==> config.mk <==
export PLATFORM = sky130hd
export DESIGN_NAME = alu_reg_flat
export DESIGN_NICKNAME = d
export VERILOG_FILES = /design/src/rtl/alu_pkg.sv /design/src/rtl/alu_reg_if.sv /design/src/rtl/alu_addsub.sv /design/src/rtl/alu_reg.sv /design/src/flat_wrapper.sv
export SDC_FILE = /design/constraint.sdc
export NUM_CORES = 1
export LEC_CHECK = 0
export ABC_AREA = 1
export CAP_MARGIN = 20
export CORE_MARGIN = 4
export CORE_UTILIZATION = 55
export CTS_CLUSTER_DIAMETER = 150
export DETAILED_ROUTE_END_ITERATION = 7
export PLACE_DENSITY = 0.78
export RECOVER_POWER = 50
export SLEW_MARGIN = 5
export SYNTH_ARGS = -nofsm -noshare
export SYNTH_HDL_FRONTEND = slang
export SYNTH_SLANG_ARGS = --single-unit
==> constraint.sdc <==
create_clock -name clk -period 2.1 [get_ports clk]
set_input_delay 0.21 -clock clk [delete_from_list [all_inputs] [get_ports clk]]
set_output_delay 0.21 -clock clk [all_outputs]
set_load 0.02 [all_outputs]
==> src/rtl/alu_pkg.sv <==
// Shared constants and helpers for the registered 32-bit ALU.
// Codes for the optional ops (XOR, NOR, SRA, SLTU) are always defined here.
// Whether they are active depends on ALU_EXT_OPS_EN in alu_reg.
package alu_pkg;

  localparam int XLEN = 32;

  localparam logic [3:0] ALU_ADD  = 4'd0;
  localparam logic [3:0] ALU_SUB  = 4'd1;
  localparam logic [3:0] ALU_XOR  = 4'd2;
  localparam logic [3:0] ALU_NOR  = 4'd3;
  localparam logic [3:0] ALU_AND  = 4'd4;
  localparam logic [3:0] ALU_OR   = 4'd5;
  localparam logic [3:0] ALU_SLL  = 4'd6;
  localparam logic [3:0] ALU_SRL  = 4'd7;
  localparam logic [3:0] ALU_SLT  = 4'd8;
  localparam logic [3:0] ALU_SRA  = 4'd9;
  localparam logic [3:0] ALU_SLTU = 4'd10;

  // Signed overflow rule for an add or subtract, using only the sign bits.
  // ADD overflows when the operands share a sign and the sum's sign differs.
  // SUB overflows when the operands differ in sign and the difference's sign
  // differs from op1.
  function automatic logic addSubOverflow(input logic aSign, input logic bSign,
                                          input logic sSign, input logic isSub);
    logic sameSign;
    sameSign = (aSign == bSign);
    return (isSub ? !sameSign : sameSign) && (sSign != aSign);
  endfunction

endpackage

==> src/rtl/alu_reg_if.sv <==
// Operand/control bus into the ALU and the registered result bus out of it.
// The master drives operands and control; the slave (the ALU) drives the results.
interface alu_reg_if;
  import alu_pkg::*;

  logic            in_valid;
  logic [3:0]      ctrl;
  logic [XLEN-1:0] op1;
  logic [XLEN-1:0] op2;
  logic            out_valid;
  logic [XLEN-1:0] result;
  logic            overflow;
  logic            zero;

  modport master (
    output in_valid, ctrl, op1, op2,
    input  out_valid, result, overflow, zero
  );

  modport slave (
    input  in_valid, ctrl, op1, op2,
    output out_valid, result, overflow, zero
  );

endinterface

==> src/rtl/alu_addsub.sv <==
// Combinational 32-bit adder/subtractor shared by ADD and SUB.
// Subtraction is done as op1 + ~op2 + 1, so one carry chain serves both.
module alu_addsub
  import alu_pkg::*;
(
  input  logic [XLEN-1:0] i_a,
  input  logic [XLEN-1:0] i_b,
  input  logic            i_sub,
  output logic [XLEN-1:0] o_sum,
  output logic            o_overflow
);

  logic [XLEN-1:0] w_bEff;

  // Invert B and inject a carry-in of 1 when subtracting.
  always_comb begin
    w_bEff     = i_sub ? ~i_b : i_b;
    o_sum      = i_a + w_bEff + {{(XLEN-1){1'b0}}, i_sub};
    o_overflow = addSubOverflow(i_a[XLEN-1], i_b[XLEN-1], o_sum[XLEN-1], i_sub);
  end

endmodule

==> src/rtl/alu_reg.sv <==
// 32-bit integer ALU with a registered, valid-tagged result (latency 1).
// Define ALU_EXT_OPS_EN to enable XOR, NOR, SRA and SLTU.
// Without that macro, those codes act like any other undefined code:
// the result is 0 and overflow is 0.
module alu_reg
  import alu_pkg::*;
(
  input  logic       clk,
  input  logic       rst_n,
  alu_reg_if.slave   bus
);

  logic [XLEN-1:0] w_sum;
  logic            w_addSubOvf;
  logic            w_isSub;
  logic [4:0]      w_shamt;
  logic [XLEN-1:0] w_result;
  logic            w_overflow;

  logic            r_valid;
  logic [XLEN-1:0] r_result;
  logic            r_overflow;
  logic            r_zero;

  assign w_isSub = (bus.ctrl == ALU_SUB);
  assign w_shamt = bus.op2[4:0];

  alu_addsub u_addsub (
    .i_a        (bus.op1),
    .i_b        (bus.op2),
    .i_sub      (w_isSub),
    .o_sum      (w_sum),
    .o_overflow (w_addSubOvf)
  );

  // Select the result for the current opcode.
  // Only ADD and SUB can report overflow.
  always_comb begin
    w_result   = '0;
    w_overflow = 1'b0;
    case (bus.ctrl)
      ALU_ADD, ALU_SUB: begin
        w_result   = w_sum;
        w_overflow = w_addSubOvf;
      end
      ALU_AND: w_result = bus.op1 & bus.op2;
      ALU_OR:  w_result = bus.op1 | bus.op2;
      ALU_SLL: w_result = bus.op1 << w_shamt;
      ALU_SRL: w_result = bus.op1 >> w_shamt;
      ALU_SLT: w_result = {{(XLEN-1){1'b0}}, ($signed(bus.op1) < $signed(bus.op2))};
`ifdef ALU_EXT_OPS_EN
      ALU_XOR:  w_result = bus.op1 ^ bus.op2;
      ALU_NOR:  w_result = ~(bus.op1 | bus.op2);
      ALU_SRA:  w_result = $unsigned($signed(bus.op1) >>> w_shamt);
      ALU_SLTU: w_result = {{(XLEN-1){1'b0}}, (bus.op1 < bus.op2)};
`else
      ALU_XOR, ALU_NOR, ALU_SRA, ALU_SLTU: w_result = '0;
`endif
      default: w_result = '0;
    endcase
  end

  // Output register.
  // out_valid follows in_valid every cycle.
  // The data fields load only on a valid op and otherwise hold.
  always_ff @(posedge clk or negedge rst_n) begin
    if (!rst_n) begin
      r_valid    <= 1'b0;
      r_result   <= '0;
      r_overflow <= 1'b0;
      r_zero     <= 1'b1;
    end else begin
      r_valid <= bus.in_valid;
      if (bus.in_valid) begin
        r_result   <= w_result;
        r_overflow <= w_overflow;
        r_zero     <= (w_result == '0);
      end
    end
  end

  assign bus.out_valid = r_valid;
  assign bus.result    = r_result;
  assign bus.overflow  = r_overflow;
  assign bus.zero      = r_zero;

endmodule

==> src/flat_wrapper.sv <==
// flat-port wrapper written by rule: the top's interface ports become plain ports
module alu_reg_flat import alu_pkg::*;
  (clk, rst_n, bus_in_valid, bus_ctrl, bus_op1, bus_op2, bus_out_valid, bus_result, bus_overflow, bus_zero);
  alu_reg_if bus_i ();
  input  logic clk;
  input  logic rst_n;
  input wire logic [$bits(bus_i.in_valid)-1:0] bus_in_valid;
  input wire logic [$bits(bus_i.ctrl)-1:0] bus_ctrl;
  input wire logic [$bits(bus_i.op1)-1:0] bus_op1;
  input wire logic [$bits(bus_i.op2)-1:0] bus_op2;
  output wire logic [$bits(bus_i.out_valid)-1:0] bus_out_valid;
  output wire logic [$bits(bus_i.result)-1:0] bus_result;
  output wire logic [$bits(bus_i.overflow)-1:0] bus_overflow;
  output wire logic [$bits(bus_i.zero)-1:0] bus_zero;
  assign bus_i.in_valid = bus_in_valid;
  assign bus_i.ctrl = bus_ctrl;
  assign bus_i.op1 = bus_op1;
  assign bus_i.op2 = bus_op2;
  assign bus_out_valid = bus_i.out_valid;
  assign bus_result = bus_i.result;
  assign bus_overflow = bus_i.overflow;
  assign bus_zero = bus_i.zero;
  alu_reg u_core (.clk(clk), .rst_n(rst_n), .bus(bus_i));
endmodule
==> summary.md, run 1 <==
| Metric | Value |
|---|---|
| Status | `stopped before the end` |
| Failed at | `global routing` |
| Halt Reason | `[ERROR GRT-0232] Routing congestion too high. Check the congestion heatmap in the GUI.` |
| Syn nets | `1906` |
| Seq/Total Area, Yosys | `0.08968` |
| Post-synth top area share | `0.1950` |
| Initial Util | `0.5635` |
| GRT Residual Overflow | `1623` |
| Post-synthesis area per instance | `5.753 µm²` |
| Die Ht | `141.4 µm` |
| CTS sink cnt | `35` |
| Post-Syn Area | `0.009781 mm²` |
| Pre-CTS setup slack | `-1555 ps` |
| Port buffer count | `105` |
| Root Buffer | `clkbuf_16` |
| Die Span X | `141.4 µm` |
| Yosys reg bits | `35` |
| H-Tree Depth | `2` |
| Yosys warnings | `0` |
| Row count | `48` |
| Worst EP post-GRT repair | `u_core.bus.zero$_DFFE_PN1P_/D` |
| Clock buffer depth | `2` |
| Global placement routability congestion | `1.145` |
| IO Pins | `106` |
| Overall Global Routing Usage | `0.9897` |
| Synth unique cells | `49` |
| Post-Synthesis Cells | `1700` |
| DP Area | `0.01335 mm²` |
| Cell taking the most area after synthesis | `nand3_1` |
| Dpl cells | `2274` |
| Post-DP HPWL | `36670 µm` |
| Largest cells by area after synthesis | `nand3_1, ha_1, nand2_1` |
| Largest net degree at the start of global routing | `68` |
| TritonCTS Buffers | `5` |
| Worst ep type | `register data pin` |
[synthesized netlist by cell type (all sizes together)]
master,number
or2,5
a211oi,1
o211ai,10
nand3,394
o21a,5
nor4,2
o2111ai,1
ha,134
o21ai,71
nand3b,16
nor3b,1
o311ai,1
and3,1
a31oi,17
and3b,1
nor2,169
a221oi,1
inv,184
nand2,433
xnor2,1
clkinv,1
fa,1
dfstp,1
and2,6
o22ai,3
dfrtp,34
a21o,1
o221ai,2
o21bai,5
buf,52
mux2i,1
a21oi,60
clkbuf,23
nor3,12
xor2,32
nand4,18
[stage by stage]
stage                     hold slack (ps)    util
after floorplan                    -85.59       -
after detailed placement            478.6  0.7693
after CTS                           402.4  0.8845
after global placement              464.0  0.7693
[kinds of logic after synthesis]
kind of cell,count (synthesis),share of synthesized area
and+or+nand+nor,1058,0.4937
buffers and inverters,260,0.1114
AOI/OAI and AO/OA,178,0.1012
adders and majority gates,135,0.1735
DFF,35,0.08968
xor gates and xnor gates,33,0.02955
muxes,1,0.001023
[repair_timing]
item,in CTS
hold buffers,0
setup buffers,58
cloned,4
resized for setup,517
setup endpoints to repair,34
pin swaps,165
[metal layers]
layer,track usage,GRT overflow
met5,0.4461,0
met3,0.7708,39
met4,1.090,329
met2,1.278,1219
met1,0.8899,36
==> run 2: changes to the inputs <==
--- a/config.mk
+++ b/config.mk
@@ -8,10 +8,9 @@
 export ABC_AREA = 1
 export CAP_MARGIN = 20
 export CORE_MARGIN = 4
-export CORE_UTILIZATION = 55
-export CTS_CLUSTER_DIAMETER = 150
+export CORE_UTILIZATION = 40
 export DETAILED_ROUTE_END_ITERATION = 7
-export PLACE_DENSITY = 0.78
+export PLACE_DENSITY_LB_ADDON = 0.15
 export RECOVER_POWER = 50
 export SLEW_MARGIN = 5
 export SYNTH_ARGS = -nofsm -noshare
==> summary.md, run 2 <==
| Metric | Value |
|---|---|
| Status | `complete, but fails checks` |
| Failing checks | `max-capacitance violations, max-slew violations, negative setup slack` |
| Initial Util | `0.4118` |
| Hold WC Path Type | `input port to asynchronous set/reset pin` |
| Drt total wl | `54140 µm` |
| Yosys reg bits | `35` |
| Die Ht | `164.4 µm` |
| Clk_lat worst skew | `270 ps` |
| Crit path max-delay family | `simple AND/OR/NAND/NOR gates` |
| Largest net degree at the start of global routing | `69` |
| H-Tree Depth | `2` |
| Post-synthesis area per instance | `5.753 µm²` |
| Synth Area in Compound Gates | `0.1012` |
| Clk pwr share | `0.136` |
| # DRC | `0` |
| Register share of total power | `0.127` |
| Pre-CTS setup slack | `-1530 ps` |
| DRT iter0 DRCs | `1598` |
| Worst path max stage delay | `340 ps` |
| Commonest non-fill, non-tap cell in the layout | `buf_4` |
| Detailed-router iteration count before antenna repair | `7` |
| Adder-cell area share of the yosys netlist | `0.1735` |
| Cell taking the most area after synthesis | `nand3_1` |
| Slowest cell on the critical path | `ha_4` |
| Worst path bufs/invs | `3` |
| Fin crit period | `2842 ps` |
| Root Buffer | `clkbuf_16` |
| Post-Syn Area | `0.009781 mm²` |
| Via count | `14450` |
| Pwr dens | `365.0 mW/mm²` |
| Fmax | `0.3518 GHz` |
| Commonest non-fill, non-tap cells in the layout | `buf_4, nand3_1, nand2_1` |
| Worst-path clk slew | `60 ps` |
| Combinational Power Share | `0.737` |
| Die Span X | `164.4 µm` |
| Setup CP Type | `input port to flip-flop` |
| Crit path arrival time | `3060 ps` |
| Leak Pwr | `0.008391 µW` |
| Ratio of cells with drive above 1 in the final layout | `0.4157` |
| Hold Buf Count CTS | `0` |
| IO Pins | `106` |
| Area grow syn2layout | `73.14%` |
| Largest cells by area after synthesis | `nand3_1, ha_1, nand2_1` |
| Xor/xnor share of the synthesized area | `0.02955` |
| Nature of the critical path endpoint | `flip-flop` |
| Detail Route Antenna Nets | `0` |
| Row count | `56` |
| CTS sink cnt | `35` |
| TritonCTS Buffers | `5` |
| Via/cell ratio | `5.697` |
| Port buffer count | `105` |
| Max_slew headroom | `-0.2190` |
| Max Cap Viol | `1` |
| Max FFs per register | `32` |
| Largest family of logic cells by synthesized area | `simple AND/OR/NAND/NOR gates` |
| Final max-slew violation count | `36` |
| Post-synth EDFFs | `0` |
| CORE AREA | `0.02375 mm²` |
| Dpl cells | `2467` |
| DR WL/cell | `21.34 µm` |
| Clock buffer depth | `2` |
| Fillers | `1952` |
| Post-route non-filler standard cell count | `2537` |
| Final Util | `0.7129` |
| Post-synth top area share | `0.1950` |
| CTS tree | `built` |
| R2R Setup Slk | `1330 ps` |
| Die area | `0.02702 mm²` |
| Post-Synthesis Cells | `1700` |
| Yosys warnings | `0` |
| Worst Path Max Fanout | `6` |
| Crit path top cell by count | `nand2_1` |
| Worst IR Drop VDD | `0.0003547 V` |
| Global placement routability congestion | `1.065` |
| First-pass GRT wire length | `74920 µm` |
| Worst endpoint required time | `2320 ps` |
| GRT Residual Overflow | `0` |
| Overall Global Routing Usage | `0.3596` |
| Post-synthesis simple-gate area fraction | `0.4937` |
| Post-synthesis mux area share | `0.001023` |
| Net switching share of the total power | `0.4709` |
| Top-count cell post-synth | `nand2_1` |
| Diodes inserted | `0` |
| Synth async-reset ratio | `1.000` |
| Pwr Total | `6181 µW` |
| Setup TNS | `-12970 ps` |
| Vias in the first global route | `12980` |
| Switch Pwr | `2910 µW` |
| Clock skew | `0 ps` |
| Dominant synthesized flop cell | `dfrtp_1` |
| RSZ-0062 raised after global routing | `yes` |
| CP Launch Type | `input port` |
| Seq/Total Area, Yosys | `0.08968` |
| Initial antenna violation count | `0` |
| Final Setup Violations | `34` |
| Synth unique cells | `49` |
| Post-DP HPWL | `40750 µm` |
| Final Cycle Share | `1.354` |
| Pint | `3271 µW` |
| Post-synth top cells | `nand2_1, nand3_1, inv_1, nor2_1, ha_1` |
| Final hold vios | `0` |
| Final nets | `2423` |
| Syn nets | `1906` |
| Worst-margin pin slew | `1829 ps` |
| Worst setup margin | `-742.4 ps` |
-- run 2: cell counts after synthesis --
No cell type changed its count.
-- run 2: metrics by stage --
step / instance area [µm²] / hold slack [ps]
2_1_floorplan: 9963 / -85.59
3_3_place_gp: 14170 / 315.0
3_5_place_dp: 14170 / 321.5
4_1_cts: 15780 / 25.18
5_1_grt: 16930 / 493.9
6_report: 16930 / 426.8
-- run 2: timing repair --
| action | CTS | global route |
|---|---|---|
| cloned | 3 | 0 |
| setup endpoints to repair | 34 | 34 |
| pin swaps | 153 | 131 |
| buffers inserted | 52 | 21 |
| gates resized for setup | 371 | 257 |
-- run 2: area by class of cell --
class	instances	area, µm²	share of cell area
Clock buffer	5	125.1	0.007389
Clock inverter	3	43.79	0.002586
Timing Repair Buffer	584	4981	0.2941
Tap cell	319	399.1	0.02357
Sequential cell	35	877.1	0.05180
Inverter	185	719.4	0.04249
Multi-Input combinational cell	1406	9788	0.5780
-- run 2: cells by family (layout without fill, tap and decap cells) --
group | count (synthesis) | after routing
multiplexers | 1 | 1
adder cells (fa/ha/maj) | 135 | 135
XOR/XNOR | 33 | 33
flip-flops | 35 | 35
AND/OR/NAND/NOR | 1058 | 1059
buffers and inverters | 260 | 777
AO/OA/AOI/OAI | 178 | 178
-- run 2: worst paths after layout --
| check | from | end | cells after the start |
|---|---|---|---|
| worst max register to register | u_core.bus.zero | u_core.bus.zero | 2 |
| min in group clk | u_core.bus.result[17] | u_core.bus.result[17] | 2 |
| worst max-delay path | bus_ctrl[1] | u_core.bus.zero | 25 |
| worst min-delay path | rst_n | u_core.bus.result[22] | 1 |
| max in group asynchronous | rst_n | u_core.bus.result[15] | 1 |
| worst min register to register | u_core.bus.result[17] | u_core.bus.result[17] | 2 |
-- run 2: routing by layer --
metal	wire length (µm)	global-route usage	up-vias
li1	-	-	6662
met4	3344	0.1399	0
met3	4476	0.03793	203
met2	24200	0.5818	893
met1	22110	0.4930	6696
met5	0	0	-
-- run 2: power by group through the flow --
stage,clock network (µW),registers (µW),logic (µW)
5_1_grt,883,792,4820
4_1_cts,853,784,3890
3_3_place_gp,0,793,3400
2_1_floorplan,0,879,1620
3_5_place_dp,0,795,3420
6_report,843,784,4550
No activity file was read; power rests on OpenSTA's default activity.
